[src/rtl/serial_adder.sv]
// Bit-serial adder: adds two WIDTH-bit operands LSB-first, one bit per clock,
// through a two-half-adder full-adder cell and a carry flip-flop.
module serial_adder #(
  parameter int unsigned WIDTH = 8
) (
  input  logic             clk,
  input  logic             rst,
  input  logic             in_valid,
  output logic             in_ready,
  input  logic [WIDTH-1:0] a,
  input  logic [WIDTH-1:0] b,
  input  logic             cin,
  output logic             out_valid,
  input  logic             out_ready,
  output logic [WIDTH-1:0] sum,
  output logic             cout,
  output logic             busy
);

  localparam int unsigned CNT_W = $clog2(WIDTH);
  localparam logic [CNT_W-1:0] LAST_BIT = CNT_W'(WIDTH - 1);

  typedef enum logic [1:0] {
    IDLE,
    SHIFT,
    DONE
  } state_e;

  state_e             state_q;
  logic [WIDTH-1:0]   ra_q;
  logic [WIDTH-1:0]   rb_q;
  logic [WIDTH-1:0]   rs_q;
  logic [WIDTH-1:0]   sum_q;
  logic [CNT_W-1:0]   cnt_q;
  logic               c_q;
  logic               cout_q;
  logic               in_ready_q;
  logic               out_valid_q;
  logic               busy_q;

  logic               p;
  logic               g1;
  logic               s;
  logic               g2;
  logic               c_d;
  logic [WIDTH-1:0]   rs_d;

  // Full adder on the current LSBs: two half-adder cells plus the carry OR
  always_comb begin
    p    = ra_q[0] ^ rb_q[0];
    g1   = ra_q[0] & rb_q[0];
    s    = p ^ c_q;
    g2   = p & c_q;
    c_d  = g1 | g2;
    rs_d = {s, rs_q[WIDTH-1:1]};
  end

  always_ff @(posedge clk or posedge rst) begin
    if (rst) begin
      state_q     <= IDLE;
      ra_q        <= '0;
      rb_q        <= '0;
      rs_q        <= '0;
      sum_q       <= '0;
      cnt_q       <= '0;
      c_q         <= 1'b0;
      cout_q      <= 1'b0;
      in_ready_q  <= 1'b1;
      out_valid_q <= 1'b0;
      busy_q      <= 1'b0;
    end else begin
      case (state_q)
        IDLE: begin
          if (in_valid && in_ready_q) begin
            ra_q       <= a;
            rb_q       <= b;
            c_q        <= cin;
            cnt_q      <= '0;
            rs_q       <= '0;
            in_ready_q <= 1'b0;
            busy_q     <= 1'b1;
            state_q    <= SHIFT;
          end
        end
        SHIFT: begin
          ra_q <= ra_q >> 1;
          rb_q <= rb_q >> 1;
          rs_q <= rs_d;
          c_q  <= c_d;
          // Last bit: publish the result and stop the counter short of wrapping
          if (cnt_q == LAST_BIT) begin
            sum_q       <= rs_d;
            cout_q      <= c_d;
            out_valid_q <= 1'b1;
            busy_q      <= 1'b0;
            state_q     <= DONE;
          end else begin
            cnt_q <= cnt_q + CNT_W'(1);
          end
        end
        DONE: begin
          if (out_ready) begin
            out_valid_q <= 1'b0;
            in_ready_q  <= 1'b1;
            state_q     <= IDLE;
          end
        end
        default: begin
          state_q <= IDLE;
        end
      endcase
    end
  end

  assign in_ready  = in_ready_q;
  assign out_valid = out_valid_q;
  assign sum       = sum_q;
  assign cout      = cout_q;
  assign busy      = busy_q;

endmodule

[config.mk]
export PLATFORM = sky130hd
export DESIGN_NAME = serial_adder
export DESIGN_NICKNAME = d
export VERILOG_FILES = /design/src/rtl/serial_adder.sv
export SDC_FILE = /design/constraint.sdc
export NUM_CORES = 1
export LEC_CHECK = 0
export BUFFER_PORTS_ARGS = -buffer_cell sky130_fd_sc_hd__buf_2
export CAP_MARGIN = 20
export CORE_UTILIZATION = 57
export CTS_BUF_LIST = sky130_fd_sc_hd__clkbuf_8
export CTS_CLUSTER_SIZE = 25
export DETAILED_ROUTE_END_ITERATION = 16
export PLACE_DENSITY = 0.82
export SYNTH_ARGS = -nofsm -noshare
export SYNTH_HDL_FRONTEND = slang
export SYNTH_SLANG_ARGS = --single-unit
export TNS_END_PERCENT = 10
[constraint.sdc]
create_clock -name clk -period 1.75 [get_ports clk]
set_input_delay 0.35 -clock clk [delete_from_list [all_inputs] [get_ports clk]]
set_output_delay 0.35 -clock clk [all_outputs]
set_load 0.01 [all_outputs]
==> reports/metrics.csv, run 1 <==
metric;value;unit
tightest_slew;0.724;ns
dieArea;3460;sq um
worst-endpoint-required;1.93;ns
drtAntennaViolNets;0;
clock-sinks;41;
setup_viol;0;
path_buf_inv;0;
yosys-top-cells-area;dfrtp_1, mux2i_1, o21ai_0;
synth_edf_count;0;
wl_met1;1450;um
synth_cell_types;26;
finalNonFillerCells;223;
cts_setup_buffers;0;
drc;0;
wl_per_cell;14.7;um
ys.flop_type;dfrtp_1;
die_y;58.8;um
grt_pass1_vias;1246;
synth-async-reset-ratio;100;%
dp_hpwl;2330;um
wl_met2;1610;um
core_area;3050;sq um
r2r-start;in_ready;
grt_usage;22.3;%
worstPathCellList;a21oi_2 -> or2_1 -> a22o_1;
synthesis.area_per_instance;12.9;sq um
max-cap-violations;0;
critPathArrivalTime;1.77;ns
crit_path_start;in_ready;
post_dp_cell_area;2020;sq um
num_antenna_cells;0;
drive_gt1_share;33.5;%
post-place-cells;215;
clockBufferDepth;2;
fin_crit;1.59;ns
ys_seq_elements;41;
postCtsHoldBufs;0;
fin_skew;0.00923;ns
peakVddDrop;0.000710;V
boundaryPins;33;
wl;3270;um
io_buffers;32;
htreeDepth;2;
p_per_area;1540;nW/um^2
initial_utilization;60.3;%
yosysMostFrequentCell;dfrtp_1;
finalHoldViolCount;0;
ys_seq_area_share;55.8;%
cts_resized;0;
drt_iter0_markers;28;
netlist_instances;143;
cpLargestDelayFamily;flip-flops;
crit_type;flop to flop;
maxSlewViolCount;0;
path_clk_slew;0.08;ns
place_congestion;0.738;
grt_pass1_wl;5620;um
fin_nets;203;
fin_ws;0.163;ns
p_leak;1.06;nW
syn_area;1840;sq um
min_period_over_period;90.7;%
fin_area;2100;sq um
ys_warn_count;0;
end_kind;flop;
synth_common_cells;dfrtp_1, o21ai_0, mux2i_1;
synth_nets;168;
antenna_found_initial;0;
max_stage_delay;0.58;ns
path_max_fanout;24;
hp-class;input pin to async pin;
row_count;20;
synth.top_cell.area_share;54.3;%
crit_slowest_cell;dfstp_2;
dp_slack;0.148;ns
top_layer_used;met4;
maxClockFrequency;630;MHz
status;finished clean;
num_vias;1208;
setup-tns-final;0;ns
clkLatencyLatePin;0.30;ns
cts_tree;yes;
avgViaCountPerCell;5.42;
die_w;58.8;um
syn2layout_area_growth;14.2;%
r2r_slack;0.16;ns
rsz0062_at_grt;no;
numCtsBuffers;5;
grt_max_degree;25;
yosysTopAreaCell;dfrtp_1;
max_slew_margin;51.7;%
cp-start-kind;flop;
root_buffer;clkbuf_8;
gr-total-overflow;0;
met3_length;143;um
dr.pass1.iters;4;
## flip-flops by register name, summed over array words and instances, names as in the netlist
| signal | cells |
|---|---|
| busy | 1 |
| rs_q | 7 |
| c_q | 1 |
| state_q | 2 |
| in_ready | 1 |
| rb_q | 8 |
| ra_q | 8 |
| cout | 1 |
| sum | 8 |
| cnt_q | 3 |
| out_valid | 1 |
## report_power, final
group / total, W / switching, W / internal [W]
Combinational: 0.00109 / 0.000525 / 0.000565
Clock: 0.000580 / 0.000310 / 0.000270
Sequential: 0.00156 / 0.000240 / 0.00132
## layer usage
| layer | vias to the layer above | track usage (%) |
|---|---|---|
| li1 | 579 | - |
| met1 | 582 | 27.7 |
| met2 | 40 | 37.5 |
| met3 | 7 | 4.62 |
| met4 | 0 | 10.2 |
| met5 | - | 0 |
## path summary, 6_finish.rpt
path	to	cells after the start
max	rb_q[7]	3
min	rb_q[2]	3
max reg2reg	rb_q[7]	3
min reg2reg	busy	1
max in group asynchronous	in_ready	3
min in group clk	state_q[1]	2
## placed cells by master (no fill, tap or decap), drive strengths merged
cell    instances
o21ai          32
mux2i          15
dfrtp          40
fa              1
clkbuf          5
nand2           2
or2             1
a21o            2
and4bb          1
o31ai           1
clkinv          2
and2b           1
inv             6
nor3b           1
mux2           10
ha              3
dfstp           1
nor2            2
a21oi           4
buf            38
a22o           11
## cell type report
class	instances	area, sq um
timing repair buffer	38	205
multi-input combinational	87	714
sequential	41	1030
tap	44	55.1
clock buffer	5	68.8
inverter	5	18.8
fill	251	950
clock inverter	3	13.8
## through the flow
| step | total power [W] | hold slack, ns | util (%) |
|---|---|---|---|
| after floorplan | 0.00239 | 0.436 | - |
| after global placement | 0.00260 | 0.394 | 66.2 |
| after detailed placement | 0.00268 | 0.397 | 66.2 |
| after CTS | 0.00326 | 0.0811 | 68.9 |
| after global routing | 0.00346 | 0.110 | 68.9 |
| final | 0.00324 | 0.0758 | 68.9 |
## worst min-delay path, cell delays in order
cell and delay, ns:
buf_2 0.09, inv_1 0.06, buf_4 0.25
## kinds of logic after synthesis
| family | count (synthesis) | share of synthesized area, % |
|---|---|---|
| DFF | 41 | 55.8 |
| AOI/OAI and AO/OA | 50 | 16.4 |
| adders and majority gates | 4 | 3.13 |
| muxes | 25 | 15.9 |
| buffers and inverters | 15 | 5.43 |
| and+or+nand+nor | 8 | 3.33 |
(Power assumes the default switching activity.)
==> run 2, diff against run 1 <==
--- a/config.mk
+++ b/config.mk
@@ -5,13 +5,14 @@
 export SDC_FILE = /design/constraint.sdc
 export NUM_CORES = 1
 export LEC_CHECK = 0
+export ABC_AREA = 1
 export BUFFER_PORTS_ARGS = -buffer_cell sky130_fd_sc_hd__buf_2
 export CAP_MARGIN = 20
-export CORE_UTILIZATION = 57
+export CORE_UTILIZATION = 58
 export CTS_BUF_LIST = sky130_fd_sc_hd__clkbuf_8
 export CTS_CLUSTER_SIZE = 25
 export DETAILED_ROUTE_END_ITERATION = 16
-export PLACE_DENSITY = 0.82
+export PLACE_DENSITY = 0.83
 export SYNTH_ARGS = -nofsm -noshare
 export SYNTH_HDL_FRONTEND = slang
 export SYNTH_SLANG_ARGS = --single-unit
==> reports/metrics.csv, run 2 <==
metric;value;unit;change
status;finished clean;;unchanged
min_period_over_period;84.2;%;was 90.7%
drc;0;;unchanged
yosysMostFrequentCell;nand2_1;;was dfrtp_1
io_buffers;32;;unchanged
yosys-top-cells-area;dfrtp_1, nand2_1, nand3_1;;was dfrtp_1, mux2i_1, o21ai_0
initial_utilization;63.4;%;was 60.3%
finalHoldViolCount;0;;unchanged
p_leak;1.20;nW;was 1.06 nW
post-place-cells;305;;was 215
dp_hpwl;2570;um;was 2330 um
synth_common_cells;nand2_1, nand3_1, dfrtp_1;;was dfrtp_1, o21ai_0, mux2i_1
r2r_slack;0.28;ns;was 0.16 ns
netlist_instances;235;;was 143
reg2reg_to;sum[0];;was rb_q[7]
use_met1;33.7;%;was 27.7%
top_usage_layer;met2;;unchanged
worstPathCellList;ha_1 -> ha_1 -> inv_1 -> nor2_2 -> nand2_1 -> nand2_1;;was a21oi_2 -> or2_1 -> a22o_1
rsz0062_at_grt;no;;unchanged
path_clk_slew;0.08;ns;about the same
cts_resized;0;;unchanged
wl;3890;um;was 3270 um
gr-total-overflow;0;;unchanged
cts_setup_buffers;0;;unchanged
maxClockFrequency;679;MHz;was 630 MHz
synth_edf_count;0;;unchanged
fin_nets;293;;was 203
clock-sinks;41;;unchanged
wl_per_cell;12.4;um;was 14.7 um
num_antenna_cells;0;;unchanged
setup-tns-final;0;ns;unchanged
ys.flop_type;dfrtp_1;;unchanged
grt_usage;24.6;%;was 22.3%
boundaryPins;33;;unchanged
grt_max_degree;42;;was 25
crit_type;flop to flop;;unchanged
antenna_found_initial;0;;unchanged
ys_seq_elements;41;;unchanged
postLayoutCoreUtil;72.5;%;was 68.9%
synth_cell_types;22;;was 26
syn2layout_area_growth;14.4;%;was 14.2%
fin_crit;1.47;ns;was 1.59 ns
clockBufferDepth;2;;unchanged
critPathArrivalTime;1.71;ns;was 1.77 ns
grt_pass1_wl;6510;um;was 5620 um
dr.pass1.iters;5;;was 4
max-cap-violations;0;;unchanged
dp_slack;0.287;ns;was 0.148 ns
dieArea;3690;sq um;was 3460 sq um
finalNonFillerCells;313;;was 223
peakVddDrop;0.000825;V;was 0.000710 V
synth-async-reset-ratio;100;%;unchanged
die_y;60.7;um;was 58.8 um
drt_iter0_markers;101;;was 28
max_stage_delay;0.37;ns;was 0.58 ns
syn_area;2000;sq um;was 1840 sq um
layout_common_cells;nand2_1, nand3_1, dfrtp_1;;was dfrtp_1, buf_2, o21ai_0
fin_skew;0.00241;ns;was 0.00923 ns
yosysTopAreaCell;dfrtp_1;;unchanged
grt_pass1_vias;1457;;was 1246
setup_viol;0;;unchanged
avgViaCountPerCell;5.15;;was 5.42
synth.top_cell.area_share;50.1;%;was 54.3%
place_congestion;0.764;;was 0.738
htreeDepth;2;;unchanged
max_slew_margin;66.2;%;was 51.7%
root_buffer;clkbuf_8;;unchanged
postCtsHoldBufs;0;;unchanged
row_count;20;;unchanged
cts_tree;yes;;unchanged
drive_gt1_share;21.9;%;was 33.5%
worst-endpoint-required;1.98;ns;was 1.93 ns
fin_ws;0.277;ns;was 0.163 ns
crit_slowest_cell;dfrtp_1;;was dfstp_2
synth_nets;260;;was 168
die_w;60.7;um;was 58.8 um
grt_util_met3;7.04;%;was 4.62%
r2r_cells;6;;was 3
maxSlewViolCount;0;;unchanged
path_max_fanout;9;;was 24
num_vias;1613;;was 1208
numCtsBuffers;5;;unchanged
hp-class;input pin to async pin;;unchanged
cp-start-kind;flop;;unchanged
synthesis.area_per_instance;8.51;sq um;was 12.9 sq um
tightest_slew;0.507;ns;was 0.724 ns
ys_seq_area_share;51.4;%;was 55.8%
drtAntennaViolNets;0;;unchanged
p_per_area;829;nW/um^2;was 1540 nW/um^2
core_area;3150;sq um;was 3050 sq um
ys_warn_count;0;;unchanged
clkLatencyLatePin;0.29;ns;was 0.30 ns
whs;0.155;ns;was 0.0758 ns
end_kind;flop;;unchanged
met2_usage;38.6;%;was 37.5%
final_common_cell;nand2_1;;was dfrtp_1
r2r-start;cnt_q[0];;was in_ready
-- run 2: cell types whose count changed in the layout (fill, tap and decap cells not counted), moves of 6 or more --
cell	previous run	this run
a22o_1	11	0
nand2_1	1	114
o21ai_0	26	1
mux2_4	8	0
nand3_1	0	43
o21ai_1	6	0
mux2i_1	15	0
-- run 2: per-stage QoR --
stage | cell area, sq um | power, W
after global placement | 2150 | 0.00102
after detailed placement | 2150 | 0.00102
after floorplan | 2000 | 0.000993
after global routing | 2290 | 0.00195
final | 2290 | 0.00190
after CTS | 2290 | 0.00191
-- run 2: per-layer routing --
| layer | share of wire (%) | up-vias |
|---|---|---|
| li1 | - | 815 |
| met1 | 47 | 758 |
| met2 | 48 | 36 |
| met3 | 4.3 | 4 |
| met4 | 0.95 | 0 |
| met5 | 0 | - |
-- run 2: worst max path at each step --
stage / startpoint / end / slack, ns / depth (start not counted)
2_1_floorplan: rst / busy / 0.46 / 1
3_3_place_gp: cnt_q[0] / sum[7] / 0.42 / 6
3_5_place_dp: cnt_q[0] / sum[0] / 0.29 / 6
4_1_cts: cnt_q[0] / sum[0] / 0.27 / 6
5_1_grt: cnt_q[0] / sum[0] / 0.15 / 6
6_report: cnt_q[0] / sum[0] / 0.28 / 6
-- run 2: critical path: cells and delay by family, from the launching register on --
kind	cells	cell delay [ns]
simple gates	3	0.54
flops	1	0.37
fa+ha+maj	2	0.43
buf+inv	1	0.07
-- run 2: kinds of logic (layout without fill, tap and decap cells) --
| family | Yosys count | count (layout) | synth area share [%] |
|---|---|---|---|
| adder cells (fa/ha/maj) | 4 | 4 | 2.88 |
| buffers and inverters | 20 | 54 | 7.76 |
| flip-flops | 41 | 41 | 51.4 |
| AND/OR/NAND/NOR | 167 | 167 | 36.3 |
| AO/OA/AOI/OAI | 3 | 3 | 1.69 |
-- run 2: power breakdown --
group	internal (W)	total (W)	switching, W	leakage, nW
clock network	0.000566	0.000893	0.000326	0.0681
logic	0.0000242	0.0000572	0.0000330	0.699
registers	0.000947	0.000947	0	0.428
total	0.00154	0.00190	0.000359	1.20
-- run 2: area by class of cell --
| class | count | area (sq um) |
|---|---|---|
| Clock buffer | 5 | 68.8 |
| Sequential cell | 41 | 1030 |
| Fill cell | 270 | 866 |
| Multi-Input combinational cell | 174 | 817 |
| Clock inverter | 3 | 65.1 |
| Timing Repair Buffer | 39 | 225 |
| Tap cell | 44 | 55.1 |
| Inverter | 7 | 28.8 |
==> run 3, diff against run 2 <==
--- a/config.mk
+++ b/config.mk
@@ -5,14 +5,14 @@
 export SDC_FILE = /design/constraint.sdc
 export NUM_CORES = 1
 export LEC_CHECK = 0
-export ABC_AREA = 1
+export ABC_AREA = 0
 export BUFFER_PORTS_ARGS = -buffer_cell sky130_fd_sc_hd__buf_2
 export CAP_MARGIN = 20
-export CORE_UTILIZATION = 58
+export CORE_UTILIZATION = 51
 export CTS_BUF_LIST = sky130_fd_sc_hd__clkbuf_8
 export CTS_CLUSTER_SIZE = 25
 export DETAILED_ROUTE_END_ITERATION = 16
-export PLACE_DENSITY = 0.83
+export PLACE_DENSITY = 0.78
 export SYNTH_ARGS = -nofsm -noshare
 export SYNTH_HDL_FRONTEND = slang
 export SYNTH_SLANG_ARGS = --single-unit
==> constraint.sdc (replaced) <==
create_clock -name clk -period 1.2 [get_ports clk]
set_input_delay 0.24 -clock clk [delete_from_list [all_inputs] [get_ports clk]]
set_output_delay 0.24 -clock clk [all_outputs]
set_load 0.01 [all_outputs]
==> reports/metrics.csv, run 3 (same netlist as run 1, synthesis figures left out) <==
metric;value;unit;change
path_common_cell;ha_4;;
peakVddDrop;0.00111;V;was 0.000825 V
whs_path_depth;2;;
fin_nets;223;;was 293
maxClockFrequency;693;MHz;was 679 MHz
hp-class;input pin to flop;;was input pin to async pin
postLayoutCoreUtil;72.2;%;was 72.5%
syn2layout_area_growth;32.9;%;was 14.4%
place_congestion;0.742;;was 0.764
grt_pass1_vias;1338;;was 1457
grt_usage;24.2;%;was 24.6%
cp-start-kind;flop;;unchanged
p_per_area;2310;nW/um^2;was 829 nW/um^2
clockBufferDepth;2;;unchanged
max_stage_delay;0.42;ns;was 0.37 ns
maxSlewViolCount;0;;unchanged
cts_tree;yes;;unchanged
dieArea;3860;sq um;was 3690 sq um
final_common_cell;dfrtp_1;;was nand2_1
initial_utilization;54.3;%;was 63.4%
drc;0;;unchanged
path_clk_slew;0.07;ns;was 0.08 ns
critPathArrivalTime;1.63;ns;was 1.71 ns
dp_hpwl;2490;um;was 2570 um
r2r_cells;5;;was 6
worst-endpoint-required;1.38;ns;was 1.98 ns
tightest_slew;0.213;ns;was 0.507 ns
die_w;62.1;um;was 60.7 um
numCtsBuffers;5;;unchanged
fin_crit;1.44;ns;was 1.47 ns
io_buffers;32;;unchanged
multi_input_area;820;sq um;was 817 sq um
avgViaCountPerCell;5.45;;was 5.15
max-cap-violations;0;;unchanged
boundaryPins;33;;unchanged
die_y;62.1;um;was 60.7 um
cpLargestDelayFamily;flip-flops;;was simple AND/OR/NAND/NOR gates
finalHoldViolCount;0;;unchanged
clkLatencyLatePin;0.30;ns;was 0.29 ns
rsz0062_at_grt;yes;;was no
root_buffer;clkbuf_8;;unchanged
fillCellCount;224;;was 270
path_max_fanout;3;;was 9
seq_area;1030;sq um;unchanged
cp.depth;5;;was 6
grt_pass1_wl;6390;um;was 6510 um
crit_slowest_cell;dfrtp_1;;unchanged
setup-tns-final;-5.60;ns;was 0 ns
failed_checks;setup timing;;
htreeDepth;2;;unchanged
dp_slack;-0.300;ns;was 0.287 ns
grt_max_degree;42;;unchanged
wl_per_cell;17.4;um;was 12.4 um
dr.pass1.iters;4;;was 5
fin_ws;-0.244;ns;was 0.277 ns
drt_iter0_markers;49;;was 101
num_vias;1336;;was 1613
power;0.00565;W;was 0.00190 W
drive_gt1_share;44.7;%;was 21.9%
max_slew_margin;85.4;%;was 66.2%
row_count;21;;was 20
setup_viol;40;;was 0
fin_skew;0.00875;ns;was 0.00241 ns
status;finished, violations left;;was finished clean
antenna_found_initial;0;;unchanged
end_kind;flop;;unchanged
layout_common_cells;dfrtp_1, buf_2, o21ai_0;;was nand2_1, nand3_1, dfrtp_1
num_antenna_cells;0;;unchanged
clock-sinks;41;;unchanged
worstPathCellList;ha_4 -> ha_4 -> nor3b_4 -> nor2_2 -> mux2_4;;was ha_1 -> ha_1 -> inv_1 -> nor2_2 -> nand2_1 -> nand2_1
min_period_over_period;120;%;was 84.2%
path_buf_inv;0;;was 1
crit_type;flop to flop;;unchanged
wl;4270;um;was 3890 um
core_area;3390;sq um;was 3150 sq um
gr-total-overflow;0;;unchanged
drtAntennaViolNets;0;;unchanged
p_leak;1.21;nW;was 1.20 nW
-- run 3: cell count changes in the layout (fill, tap and decap cells not counted), sizes merged, moves of 2 or more --
| cell | before | now |
|---|---|---|
| a21o | 0 | 2 |
| a21oi | 1 | 4 |
| a22o | 0 | 11 |
| buf | 39 | 54 |
| bufinv | 2 | 0 |
| clkbuf | 5 | 8 |
| mux2 | 0 | 10 |
| mux2i | 0 | 15 |
| nand2 | 116 | 3 |
| nand3 | 46 | 0 |
| nand4 | 2 | 0 |
| o21ai | 1 | 32 |
-- run 3: routing by layer --
| layer | routed length, um | part of all wire (%) | track usage (%) |
|---|---|---|---|
| met2 | 2230 | 52 | 40.3 |
| met4 | 139 | 3.3 | 12.1 |
| met1 | 1760 | 41 | 28.7 |
| met5 | 0 | 0 | 0 |
| met3 | 146 | 3.4 | 6.83 |
-- run 3: metrics by stage --
step           instances  instance area (sq um)  hold slack (ns)
3_3_place_gp         228                   2130            0.304
2_1_floorplan        143                   1840            0.326
5_1_grt              245                   2450            0.158
3_5_place_dp         228                   2130            0.316
6_report             245                   2450            0.149
4_1_cts              241                   2340            0.144
-- run 3: cell type report --
cell class	count	share of cell area, %
clock inverters	2	0.307
clock buffers	6	3.37
inverters	5	0.766
well taps	46	2.35
multi-input cells	88	33.5
flip-flops and latches	41	42.0
repair buffers	57	17.8
-- run 3: final timing paths --
kind | slack, ns | to | start
setup / recovery | -0.24 | cnt_q[0] | cnt_q[1]
hold / removal | 0.15 | state_q[1] | out_ready
setup reg to reg | -0.24 | cnt_q[0] | cnt_q[1]
hold reg to reg | 0.51 | sum[6] | sum[6]
max in group asynchronous | 0.40 | in_ready | rst
min in group asynchronous | 0.53 | sum[2] | rst
-- run 3: timing repair --
action / in CTS / in global routing
hold endpoints to repair: 31 / 0
resized for setup: 24 / 12
hold buffers: 1 / 0
pin swaps: 6 / 10
endpoints found under the setup margin: 41 / 41
cloned: 1 / 2
buffers inserted: 3 / 3
-- run 3: power breakdown --
part           internal (W)  leakage (nW)  switching, W  total (W)
Combinational       0.00136         0.631       0.00107    0.00242
Clock              0.000452        0.0538      0.000457   0.000909
Sequential          0.00193         0.530      0.000386    0.00232
Total               0.00374          1.21       0.00191    0.00565
-- run 3: worst reg2reg max path: stages (launching register included) --
cell     delay (ns)
dfrtp_1        0.42
ha_4           0.20
ha_4           0.17
nor3b_4        0.20
nor2_2         0.09
mux2_4         0.26
